$ cat config.mk
export PLATFORM = sky130hd
export DESIGN_NAME = spi_frame_scheduler
export DESIGN_NICKNAME = d
export VERILOG_FILES = /design/src/rtl/spi_frame_scheduler.sv
export SDC_FILE = /design/constraint.sdc
export NUM_CORES = 1
export LEC_CHECK = 0
export CAP_MARGIN = 10
export CORE_AREA = 2 2 179 181
export CTS_CLUSTER_DIAMETER = 80
export DETAILED_ROUTE_END_ITERATION = 6
export DIE_AREA = 0 0 181 183
export MAX_ROUTING_LAYER = met4
export RECOVER_POWER = 100
export SYNTH_ARGS = -nofsm -noshare
export SYNTH_HDL_FRONTEND = slang
export SYNTH_SLANG_ARGS = --single-unit
$ cat constraint.sdc
create_clock -name clk -period 2.2 [get_ports clk]
set_input_delay 0.33 -clock clk [delete_from_list [all_inputs] [get_ports clk]]
set_output_delay 0.33 -clock clk [all_outputs]
set_load 0.05 [all_outputs]
$ cat src/rtl/spi_frame_scheduler.sv
// Packet scheduler for the SPI slave shifter: round-robin arbitration over two packet
// sources with idle fill, plus a small command-frame config register set and statistics.

module spi_toggle_sync (
   input  logic clk,
   input  logic rst,
   input  logic din,
   output logic ev
);
   logic [2:0] sr;

   // Preloading every stage with the live input keeps reset from producing a false edge.
   always_ff @(posedge clk) begin
      if (rst) begin
         sr <= {3{din}};
      end else begin
         sr <= {sr[1:0], din};
      end
   end

   assign ev = sr[2] ^ sr[1];
endmodule

// state  | meaning
// IDLE   | waiting for a TxGetNext event or a pending request
// SELECT | arbitrate, load tx_packet, pulse the granted source's ready
// HOLD   | one settling cycle before the next request is serviced
module spi_frame_scheduler #(
   parameter logic [15:0] IDLE_DEFAULT = 16'hA5A5,
   parameter logic [3:0]  CMD_KEY      = 4'hC
) (
   input  logic         clk,
   input  logic         rst,
   input  logic         tx_get_next_tgl,
   input  logic         pkt_complete_tgl,
   input  logic [31:0]  rxed_frame,
   output logic [127:0] tx_packet,
   input  logic [127:0] src0_data,
   input  logic         src0_valid,
   output logic         src0_ready,
   input  logic [127:0] src1_data,
   input  logic         src1_valid,
   output logic         src1_ready,
   output logic [1:0]   src_enable,
   output logic [15:0]  underrun_cnt,
   output logic [7:0]   cmd_cnt,
   output logic [7:0]   bad_cmd_cnt
);
   typedef enum logic [1:0] {
      ST_IDLE   = 2'd0,
      ST_SELECT = 2'd1,
      ST_HOLD   = 2'd2
   } state_t;

   state_t state, state_nxt;

   logic        req_ev;
   logic        cmd_ev;
   logic        pending, pending_nxt;
   logic        rr_ptr, rr_ptr_nxt;
   logic        grant0, grant1, idle_issue;
   logic        elig0, elig1;
   logic [15:0] idle_word;

   logic [3:0]  cmd_key;
   logic [3:0]  cmd_addr;
   logic        cmd_ok, cmd_bad, cmd_clr;

   spi_toggle_sync u_req_sync (
      .clk (clk),
      .rst (rst),
      .din (tx_get_next_tgl),
      .ev  (req_ev)
   );

   spi_toggle_sync u_cmd_sync (
      .clk (clk),
      .rst (rst),
      .din (pkt_complete_tgl),
      .ev  (cmd_ev)
   );

   assign elig0 = src0_valid & src_enable[0];
   assign elig1 = src1_valid & src_enable[1];

   always_ff @(posedge clk) begin
      if (rst) begin
         state   <= ST_IDLE;
         pending <= 1'b0;
         rr_ptr  <= 1'b0;
      end else begin
         state   <= state_nxt;
         pending <= pending_nxt;
         rr_ptr  <= rr_ptr_nxt;
      end
   end

   always_comb begin
      state_nxt   = state;
      pending_nxt = pending;
      rr_ptr_nxt  = rr_ptr;
      grant0      = 1'b0;
      grant1      = 1'b0;
      idle_issue  = 1'b0;
      case (state)
         ST_IDLE: begin
            if (req_ev || pending) begin
               state_nxt   = ST_SELECT;
               pending_nxt = 1'b0;
            end
         end
         ST_SELECT: begin
            if (req_ev) begin
               pending_nxt = 1'b1;
            end
            if (elig0 && elig1) begin
               grant0     = ~rr_ptr;
               grant1     = rr_ptr;
               rr_ptr_nxt = ~rr_ptr;
            end else if (elig0) begin
               grant0     = 1'b1;
               rr_ptr_nxt = 1'b1;
            end else if (elig1) begin
               grant1     = 1'b1;
               rr_ptr_nxt = 1'b0;
            end else begin
               idle_issue = 1'b1;
            end
            state_nxt = ST_HOLD;
         end
         ST_HOLD: begin
            if (req_ev) begin
               pending_nxt = 1'b1;
            end
            state_nxt = ST_IDLE;
         end
         default: begin
            state_nxt   = ST_IDLE;
            pending_nxt = 1'b0;
         end
      endcase
   end

   always_ff @(posedge clk) begin
      if (rst) begin
         tx_packet  <= {8{IDLE_DEFAULT}};
         src0_ready <= 1'b0;
         src1_ready <= 1'b0;
      end else begin
         src0_ready <= grant0;
         src1_ready <= grant1;
         if (grant0) begin
            tx_packet <= src0_data;
         end else if (grant1) begin
            tx_packet <= src1_data;
         end else if (idle_issue) begin
            tx_packet <= {8{idle_word}};
         end
      end
   end

   assign cmd_key  = rxed_frame[31:28];
   assign cmd_addr = rxed_frame[27:24];
   assign cmd_ok   = cmd_ev && (cmd_key == CMD_KEY) && (cmd_addr <= 4'd2);
   assign cmd_bad  = cmd_ev && !cmd_ok;
   assign cmd_clr  = cmd_ok && (cmd_addr == 4'd2);

   always_ff @(posedge clk) begin
      if (rst) begin
         src_enable <= 2'b11;
         idle_word  <= IDLE_DEFAULT;
      end else begin
         if (cmd_ok && (cmd_addr == 4'd0)) begin
            src_enable <= rxed_frame[1:0];
         end
         if (cmd_ok && (cmd_addr == 4'd1)) begin
            idle_word <= rxed_frame[15:0];
         end
      end
   end

   // A clear command overrides any same-cycle underrun, then counts itself.
   always_ff @(posedge clk) begin
      if (rst) begin
         underrun_cnt <= 16'd0;
         cmd_cnt      <= 8'd0;
         bad_cmd_cnt  <= 8'd0;
      end else begin
         if (cmd_clr) begin
            underrun_cnt <= 16'd0;
         end else if (idle_issue && (underrun_cnt != 16'hFFFF)) begin
            underrun_cnt <= underrun_cnt + 16'd1;
         end

         if (cmd_clr) begin
            cmd_cnt <= 8'd1;
         end else if (cmd_ok) begin
            cmd_cnt <= cmd_cnt + 8'd1;
         end

         if (cmd_clr) begin
            bad_cmd_cnt <= 8'd0;
         end else if (cmd_bad) begin
            bad_cmd_cnt <= bad_cmd_cnt + 8'd1;
         end
      end
   end
endmodule
==> summary.txt, run 1 <==
Status
  – Status: finished, final reports clean

Place
  – GPL Wtd Cong: 0.883
  – IO Port Bufs: 449
  – Place WS: -180 ps
  – Hpwl dp: 30.8 mm
  – Area after DPL: 13,900 um2

GRT
  – Most used routing layer: met2
  – Via count of the first global-routing pass: 9,584
  – GRT overflow: 0
  – Largest net degree at the start of global routing: 65
  – Met2 GRT Util: 0.401
  – First-pass GRT wire length: 61.7 mm
  – Met1 Track Usage GR: 0.315
  – Grt met3 use: 0.0578
  – Global Route Usage Sum: 0.256
  – Initial antenna violation count: 8

STA
  – RSZ-0062 raised after global routing: yes
  – Period utilization: 0.969
  – Final hold violation count: 0
  – Least-Margin Pin Slew: 1010 ps
  – Final count of pins violating max slew: 0
  – Fmax achieved: 469 MHz
  – Max_slew headroom: 0.324
  – Clock Skew: 12.9 ps
  – Final TNS setup: 0 ps
  – Final Worst Setup Slack: 68.4 ps
  – Final min period: 2130 ps
  – Setup violators final: 0

Logic synthesis
  – Post-synth cell types: 47
  – Asr flop ratio synth: 0
  – Synth Area per Inst: 8.16 um2
  – Sequential area share after synthesis: 0.439
  – Syn Nets: 1,363
  – Yosys top cell area share: 0.439
  – Synthesized area: 8670 um2
  – Number of synthesized flops with an enable pin: 0
  – Register bit total from synthesis: 190
  – Ranking of synthesized cells by area: dfxtp_1 44%, a211oi_1 11%, o21ai_0 8.0%
  – Synth warn: 0
  – Dominant synthesized flop cell: dfxtp_1
  – Mapped Cells: 1,063
  – Area leader, netlist: dfxtp_1

Layout
  – Layout cell share with drive strength beyond 1: 0.0800
  – Commonest cells after routing, fill and taps aside: 444 x clkdlybuf4s50_1, 190 x dfxtp_1, 138 x o21ai_0
  – Fillers: 3,062
  – Commonest non-fill, non-tap cell in the layout: clkdlybuf4s50_1
  – Area growth syn-to-layout: 66.6%
  – Fin area: 14,400 um2
  – Nets: 1,788

Clock tree
  – Maximum clock insertion buffer count: 2
  – CTS H-tree lvls: 4
  – PostCTS Resize Cnt: 0
  – Worst-skew pair later-pin latency: 450 ps
  – TritonCTS sink count: 190
  – CTS tree: done
  – # Post-CTS Setup Buffers: 0
  – CTS Hold Buffers Added: 0
  – Root buf cell: clkbuf_16
  – Reg clk slew, reported paths: 70 ps
  – TritonCTS buffer count: 17

Setup path
  – Worst setup endpoint: tx_packet[70]$_SDFFE_PP0P_
  – Worst-path fanout max: 9
  – Worst reg2reg path endpoint: tx_packet[70]$_SDFFE_PP0P_
  – CP Data Arrival Time: 2500 ps
  – CP startpoint kind: flip-flop
  – Crit. End Element: flip-flop
  – CP required: 2570 ps
  – Reg-to-Reg Start: state[1]$_SDFFE_PP0P_
  – R2R cell count: 8
  – WS Path Type: flip-flop to flip-flop
  – Setup slack, reg-to-reg: 70 ps
  – CP Launch Point: state[1]$_SDFFE_PP0P_

Pwr
  – PwrDens: 942 nW/um2
  – Leak pwr: 0.00488 uW
  – Peak supply drop: 514 uV

Route
  – Starting DRT DRC Count: 571
  – DRT Pass-1 Iters: 5
  – Vias: 9,892
  – Post-route ant nets: 0
  – Final WL: 42.8 mm
  – Wire per inst: 22.4 um
  – Vias per cell: 5.18
  – Residual DRC count: 0

Floorplanning
  – Die Y: 183 um
  – Num rows: 65
  – Core box area: 31,200 um2
  – Die Span X: 181 um
  – I/O pins: 458
  – Die area: 33,100 um2
  – Initial Util: 0.278

Worst hold path
  – Worst Hold Depth: 2
  – Hold crit path type: input port to flip-flop

Flow run
  – Max-Cap Viols: 0
==> layer usage <==
layer  up-vias  wire (um)
met5         -          0
met4         0       1510
met3        77       3120
met2       433      19800
met1      4678      18400
li1       4704          -
==> report_power, final <==
part | internal, uW | switching, uW | total [uW] | leakage [uW]
Combinational | 2210 | 3960 | 6170 | 0.00305
Sequential | 3970 | 289 | 4260 | 0.00155
Clock | 1720 | 1460 | 3170 | 0.000278
Total | 7900 | 5710 | 13600 | 0.00488
==> sequential cells by signal (all words and copies together), names as in the netlist <==
signal,cells
bad_cmd_cnt,8
cmd_cnt,8
idle_word,16
pending,1
rr_ptr,1
src0_ready,1
src1_ready,1
src_enable,2
state,2
tx_packet,128
u_cmd_sync.sr,3
u_req_sync.sr,3
underrun_cnt,16
==> final cells by class <==
cell class / instances / area, um2 / area share
clock buffers: 20 / 447 / 0.0309
repair buffers: 513 / 5180 / 0.359
flip-flops and latches: 190 / 3800 / 0.263
diodes: 8 / 20.0 / 0.00139
multi-input cells: 756 / 4320 / 0.299
inverters: 10 / 37.5 / 0.00260
clock inverters: 11 / 133 / 0.00918
well taps: 402 / 503 / 0.0348
==> metrics by stage <==
step / util / instances / hold slack, ps / power [uW]
after global routing: 0.463 / 1909 / 288 / 14200
after floorplan: - / 1063 / 358 / 7820
after global placement: 0.445 / 1871 / 416 / 10500
after CTS: 0.464 / 1902 / 275 / 13700
after detailed placement: 0.445 / 1871 / 437 / 10500
final: 0.463 / 1910 / 285 / 13600
==> how the worst min path moves through the flow <==
| stage | start | endpoint | slack (ps) |
|---|---|---|---|
| 2_1_floorplan | pkt_complete_tgl | u_cmd_sync.sr[0]$_DFF_P_ | 360 |
| 3_3_place_gp | u_req_sync.sr[0]$_DFF_P_ | u_req_sync.sr[1]$_DFF_P_ | 420 |
| 3_5_place_dp | tx_packet[9]$_SDFFE_PP0P_ | tx_packet[9]$_SDFFE_PP0P_ | 440 |
| 4_1_cts | rst | cmd_cnt[1]$_SDFFE_PP0P_ | 270 |
| 5_1_grt | rst | idle_word[11]$_SDFFE_PP0P_ | 290 |
| 6_report | rst | cmd_cnt[1]$_SDFFE_PP0P_ | 290 |
==> worst max-delay path, cell delays in order (launching register included) <==
cell,delay [ps]
dfxtp_1,330
inv_1,80
ha_2,190
and3_1,160
o21a_4,170
buf_12,160
nor2b_2,680
a211oi_1,100
o21ai_1,170
==> cells in the mapped netlist, drive strengths merged (7+ instances only) <==
cell type,instances
and3,7
nand3,18
nand2,100
a211oi,130
dfxtp,190
nor2b,18
xnor2,7
xor2,17
buf,38
clkbuf,69
nor2,41
a21oi,84
nor3,21
inv,10
o21ai,266
==> cells by family (layout without fill, tap and decap cells) <==
| group | Yosys count | count (layout) | share of synthesized area |
|---|---|---|---|
| other | 0 | 8 | 0 |
| flip-flops | 190 | 190 | 0.439 |
| AO/OA/AOI/OAI | 491 | 491 | 0.324 |
| XOR/XNOR | 24 | 24 | 0.0251 |
| adder cells (fa/ha/maj) | 6 | 6 | 0.00866 |
| AND/OR/NAND/NOR | 233 | 233 | 0.132 |
| buffers and inverters | 117 | 554 | 0.0691 |
| multiplexers | 2 | 2 | 0.00245 |
Power figures use the tool's default switching activity.
==> inputs of run 2 (changes only) <==
--- a/config.mk
+++ b/config.mk
@@ -11,7 +11,7 @@
 export DETAILED_ROUTE_END_ITERATION = 6
 export DIE_AREA = 0 0 181 183
 export MAX_ROUTING_LAYER = met4
-export RECOVER_POWER = 100
+export PLACE_DENSITY_LB_ADDON = 0.08
 export SYNTH_ARGS = -nofsm -noshare
 export SYNTH_HDL_FRONTEND = slang
 export SYNTH_SLANG_ARGS = --single-unit
==> run 2 against run 1 <==
Net effect: fmax rose by 1.5%; largest cell class unchanged; critical path type is now flip-flop to output pin; non-clock buffer count up 2; worst hold slack got worse by 34 ps; critical endpoint is now src_enable[1]; highest routed layer unchanged.
==> summary.txt, run 2 (synthesized netlist as in run 1, its figures left out) <==
Setup path
  – Crit. End Element: output pin
  – WS Path Type: flip-flop to output pin
  – CP startpoint kind: flip-flop
  – Setup slack, reg-to-reg: 120 ps
  – CP peak stage delay: 840 ps
  – Critical path cell sequence: buf_4 > clkdlybuf4s50_1
  – Worst-path fanout max: 5
  – CP Data Arrival Time: 1770 ps
  – R2R cell count: 7
  – Worst reg2reg path endpoint: tx_packet[32]$_SDFFE_PP1P_
  – CP required: 1870 ps
  – Reg-to-Reg Start: state[1]$_SDFFE_PP0P_
  – Worst path slowest cell: clkdlybuf4s50_1

GRT
  – Global Route Usage Sum: 0.259
  – GRT overflow: 0
  – Largest net degree at the start of global routing: 65
  – First-pass GRT wire length: 62.3 mm
  – Initial antenna violation count: 2
  – Via count of the first global-routing pass: 9,326

Worst hold path
  – Worst Hold Depth: 2
  – Hold crit path type: input port to flip-flop
  – Hold EP: cmd_cnt[0]$_SDFFE_PP0P_
  – Worst hold start: rst

Clock tree
  – TritonCTS buffer count: 17
  – Worst-skew pair later-pin latency: 450 ps
  – CTS H-tree lvls: 4
  – CTS Hold Buffers Added: 0
  – TritonCTS sink count: 190
  – Maximum clock insertion buffer count: 2
  – Root buf cell: clkbuf_16
  – Reg clk slew, reported paths: 70 ps
  – # Post-CTS Setup Buffers: 0
  – PostCTS Resize Cnt: 0
  – CTS tree: done

Layout
  – Nets: 1,790
  – Cell Count, Final, Fillers Out: 1,907
  – Fin area: 14,600 um2
  – Commonest non-fill, non-tap cell in the layout: clkdlybuf4s50_1
  – Max FFs per register: 128
  – Register Area: 3800 um2
  – Commonest cells after routing, fill and taps aside: 448 x clkdlybuf4s50_1, 190 x dfxtp_1, 138 x o21ai_0
  – Biggest regs: tx_packet (128), idle_word (16), underrun_cnt (16)
  – Area growth syn-to-layout: 68.1%
  – Most flops, register: tx_packet
  – Multi-input gate area: 4350 um2
  – Layout cell share with drive strength beyond 1: 0.0885
  – Fillers: 3,121

Route
  – DRT Pass-1 Iters: 5
  – Vias: 9,855
  – Final WL: 42.9 mm
  – Vias per cell: 5.17
  – Wire per inst: 22.5 um
  – Starting DRT DRC Count: 550
  – Post-route ant nets: 0
  – Residual DRC count: 0

STA
  – Max_slew headroom: 0.373
  – Fmax achieved: 476 MHz
  – Final min period: 2100 ps
  – Setup violators final: 0
  – RSZ-0062 raised after global routing: yes
  – Clock Skew: 11.3 ps
  – Min Hold Slack: 252 ps
  – Final count of pins violating max slew: 0
  – Final hold violation count: 0
  – Final Worst Setup Slack: 100 ps
  – Least-Margin Pin Slew: 937 ps
  – Period utilization: 0.954

Place
  – GPL Wtd Cong: 0.849
  – Place WS: -120 ps
  – Placed cell count: 1,873
  – IO Port Bufs: 449
  – Area after DPL: 13,900 um2
  – Hpwl dp: 31.0 mm

Floorplanning
  – Num rows: 65
  – Die Span X: 181 um
  – Die area: 33,100 um2
  – Core box area: 31,200 um2
  – Die Y: 183 um
  – I/O pins: 458
  – Initial Util: 0.278

Pwr
  – PwrDens: 953 nW/um2
  – Leak pwr: 0.00494 uW
  – Peak supply drop: 520 uV
  – Pwr Total: 13,900 uW

Status
  – Status: finished, final reports clean

Flow run
  – Max-Cap Viols: 0
run 2: cell types whose count changed in the layout (fill, tap and decap cells not counted), moves of 3 or more:
| cell | previous run | this run |
|---|---|---|
| nor2b_4 | 3 | 0 |
| clkbuf_1 | 5 | 1 |
| buf_4 | 41 | 46 |
| nor3_2 | 1 | 7 |
| clkbuf_2 | 4 | 0 |
| clkdlybuf4s50_1 | 444 | 448 |
| diode_2 | 8 | 2 |
| nor3_1 | 19 | 13 |
| bufinv_16 | 2 | 5 |
run 2: power by group:
group          switching, uW  internal (uW)  total, uW
Clock                   1490           2060       3540
Sequential               301           3970       4270
Combinational           3920           2170       6090
run 2: stage by stage:
| step | utilization | setup TNS (ps) |
|---|---|---|
| 3_3_place_gp | 0.446 | -2710 |
| 5_1_grt | 0.467 | -6.93 |
| 4_1_cts | 0.466 | 0 |
| 6_report | 0.467 | 0 |
| 2_1_floorplan | - | 0 |
| 3_5_place_dp | 0.446 | -3820 |
run 2: per-layer routing:
layer | share of wire | up-vias | global-route usage
met4 | 0.015 | 0 | 0.0647
met3 | 0.070 | 30 | 0.0608
met2 | 0.48 | 359 | 0.416
met5 | 0 | - | -
met1 | 0.43 | 4763 | 0.331
li1 | - | 4703 | -
run 2: area by class of cell:
cell class              instances  area share
clock buffers                  19      0.0304
flip-flops and latches        190       0.261
multi-input cells             756       0.298
clock inverters                13      0.0143
diodes                          2    0.000343
repair buffers                515       0.359
well taps                     402      0.0345
inverters                      10     0.00257
run 2: how the worst max path moves through the flow:
stage	to	cells after the start	start
3_5_place_dp	tx_packet[98]$_SDFFE_PP1P_	7	src1_valid
3_3_place_gp	tx_packet[113]$_SDFFE_PP0P_	7	src1_valid
2_1_floorplan	underrun_cnt[8]$_SDFFE_PP0P_	7	underrun_cnt[0]$_SDFFE_PP0P_
6_report	src_enable[1]	2	src_enable[1]$_SDFFE_PP1P_
5_1_grt	tx_packet[77]$_SDFFE_PP1P_	7	state[1]$_SDFFE_PP0P_
4_1_cts	src_enable[1]	2	src_enable[1]$_SDFFE_PP1P_
run 2: worst max-delay path: cells and delay by family, from the launching register on:
| family | cells | cell delay [ps] |
|---|---|---|
| buffers and inverters | 2 | 990 |
| flip-flops | 1 | 330 |
==> variant (config.mk and constraints of run 1) <==
Make the reset (`rst`) asynchronous in 4 clocked blocks.
--- a/src/rtl/spi_frame_scheduler.sv
+++ b/src/rtl/spi_frame_scheduler.sv
@@ -85,3 +85,3 @@
 
-   always_ff @(posedge clk) begin
+   always_ff @(posedge clk or posedge rst) begin
       if (rst) begin
@@ -143,3 +143,3 @@
 
-   always_ff @(posedge clk) begin
+   always_ff @(posedge clk or posedge rst) begin
       if (rst) begin
@@ -167,3 +167,3 @@
 
-   always_ff @(posedge clk) begin
+   always_ff @(posedge clk or posedge rst) begin
       if (rst) begin
@@ -182,3 +182,3 @@
    // A clear command overrides any same-cycle underrun, then counts itself.
-   always_ff @(posedge clk) begin
+   always_ff @(posedge clk or posedge rst) begin
       if (rst) begin
Check against the original RTL: differs if rst is asserted again (counterexample within 4 cycles, from zero or initial values and one cycle with rst high); with rst held inactive, the same outputs for 4 cycles.
==> variant against run 1 <==
  * Register-to-register slack improved by 30 ps
  * Sequential share of layout area up 4.5 points
  * Worst hold slack improved by 160 ps
  * Design area rose by 8.0%
  * Total power rose by 17%
  * Wire length shrank 0.20%
  * Via count fell by 0.34%
  * Setup slack worse by 41 ps
  * Core utilization increased by 3.7 points
  * Non-clock buffer count grew 19
  * Synthesized area up 10%
  * Sequential cell count is the same
==> variant: results (changes against run 1) <==
Status
  – Status: completed

Worst hold path
  – Hold Path End: u_req_sync.sr[1]$_DFF_P_
  – Type of the most critical hold path: reg -> reg
  – Worst hold start: u_req_sync.sr[0]$_DFF_P_

Worst setup path
  – Critical path fanouts, max: 2 (-7)
  – Largest delay share family, worst path: buffers and inverters
  – Arr. time, crit path: 1840 ps (-660 ps)
  – Depth of the worst register-to-register path: 6 (-2)
  – Worst R2R Start: state[0]$_DFFE_PP0P_

Synth
  – Post-synth net total: 1,213 (-11%)
  – Mux cell area share after synthesis: 0.0317 (+0.0292)
  – Xor/xnor share of the synthesized area: 0.0109 (-0.0143)
  – Synthesized instance count: 913 (-14%)
  – Synth async-reset ratio: 0.968 (+0.968)
  – Top post-synthesis cells by area: dfrtp_1 29%, dfstp_2 20%, a211oi_1 10%, o2bb2ai_1 8.6%, o21ai_0 7.3%
  – Synth unique cells: 54 (+15%)

Power
  – Leakage power: 6.01 nW (+23%)
  – Peak VDD IR: 0.698 mV (+36%)

Route
  – Total Routed Length: 42,700 µm (-0.20%)
  – Pre-antenna DRT Iters: 6 (+1)
  – WL per Instance: 23.7 µm (+5.7%)
  – First DRT Iteration DRCs: 543 (-4.9%)

Timing
  – Period utilization: 0.987 (+0.0185)
  – Hold WS: 441 ps (+156 ps)
  – Rel. slew slack: 0.226 (-0.0979)
  – Clk_skew: 17.0 ps (+4.12 ps)

Layout
  – Nets: 1,680 (-6.0%)

GRT
  – Number of global-route vias before repair: 9,997 (+4.3%)
  – Largest net degree at the start of global routing: 105 (+62%)

Placed design
  – Pre-CTS setup slack: -157 ps (+23.8 ps)
## variant: changes by cell type in the layout (fill, tap and decap cells not counted), moves of 47 or more
cell,run 1,this run
a21oi_1,84,16
dfstp_2,0,47
dlygate4sd3_1,2,84
clkdlybuf4s50_1,444,359
nand2_1,100,13
o2bb2ai_1,0,94
dfrtp_1,0,110
dfxtp_1,190,6
o21ai_1,128,0
## variant: logic make-up (layout without fill, tap and decap cells)
logic type | after synthesis | count (layout)
compound gates | 451 | 451
xor+xnor | 11 | 11
fa+ha+maj | 6 | 6
buf+inv | 133 | 613
flops | 190 | 190
mux | 24 | 24
other cells | 0 | 8
simple gates | 98 | 98
## variant: where the power goes
part | total, mW | internal (mW) | switching, mW
clock network | 3.46 | 1.98 | 1.47
logic | 7.47 | 2.54 | 4.94
registers | 4.99 | 4.42 | 0.565
## variant: routing by layer
| metal | global-route usage | vias up | part of all wire |
|---|---|---|---|
| li1 | - | 4460 | - |
| met1 | 0.329 | 4920 | 0.42 |
| met2 | 0.412 | 397 | 0.47 |
| met3 | 0.0622 | 81 | 0.070 |
| met4 | 0.101 | 0 | 0.033 |
| met5 | - | - | 0 |
## variant: area by class of cell
class                   count  area, µm²
fillers                  2905      15600
repair buffers            532       5240
flip-flops and latches    190       4820
multi-input cells         590       4200
well taps                 402        503
clock buffers              21        460
inverters                  49        188
clock inverters            11        179
diodes                      8       20.0
## variant: metrics by stage
| step | util | area [µm²] |
|---|---|---|
| 6_report | 0.500 | 15600 |
| 5_1_grt | 0.500 | 15600 |
| 4_1_cts | 0.504 | 15700 |
| 3_5_place_dp | 0.484 | 15100 |
| 3_3_place_gp | 0.484 | 15100 |
| 2_1_floorplan | - | 9570 |
## variant: timing repair
item	in CTS	in global routing
cloned	0	0
gates resized for setup	2	7
endpoints found under the setup margin	2	15
hold buffers	0	0
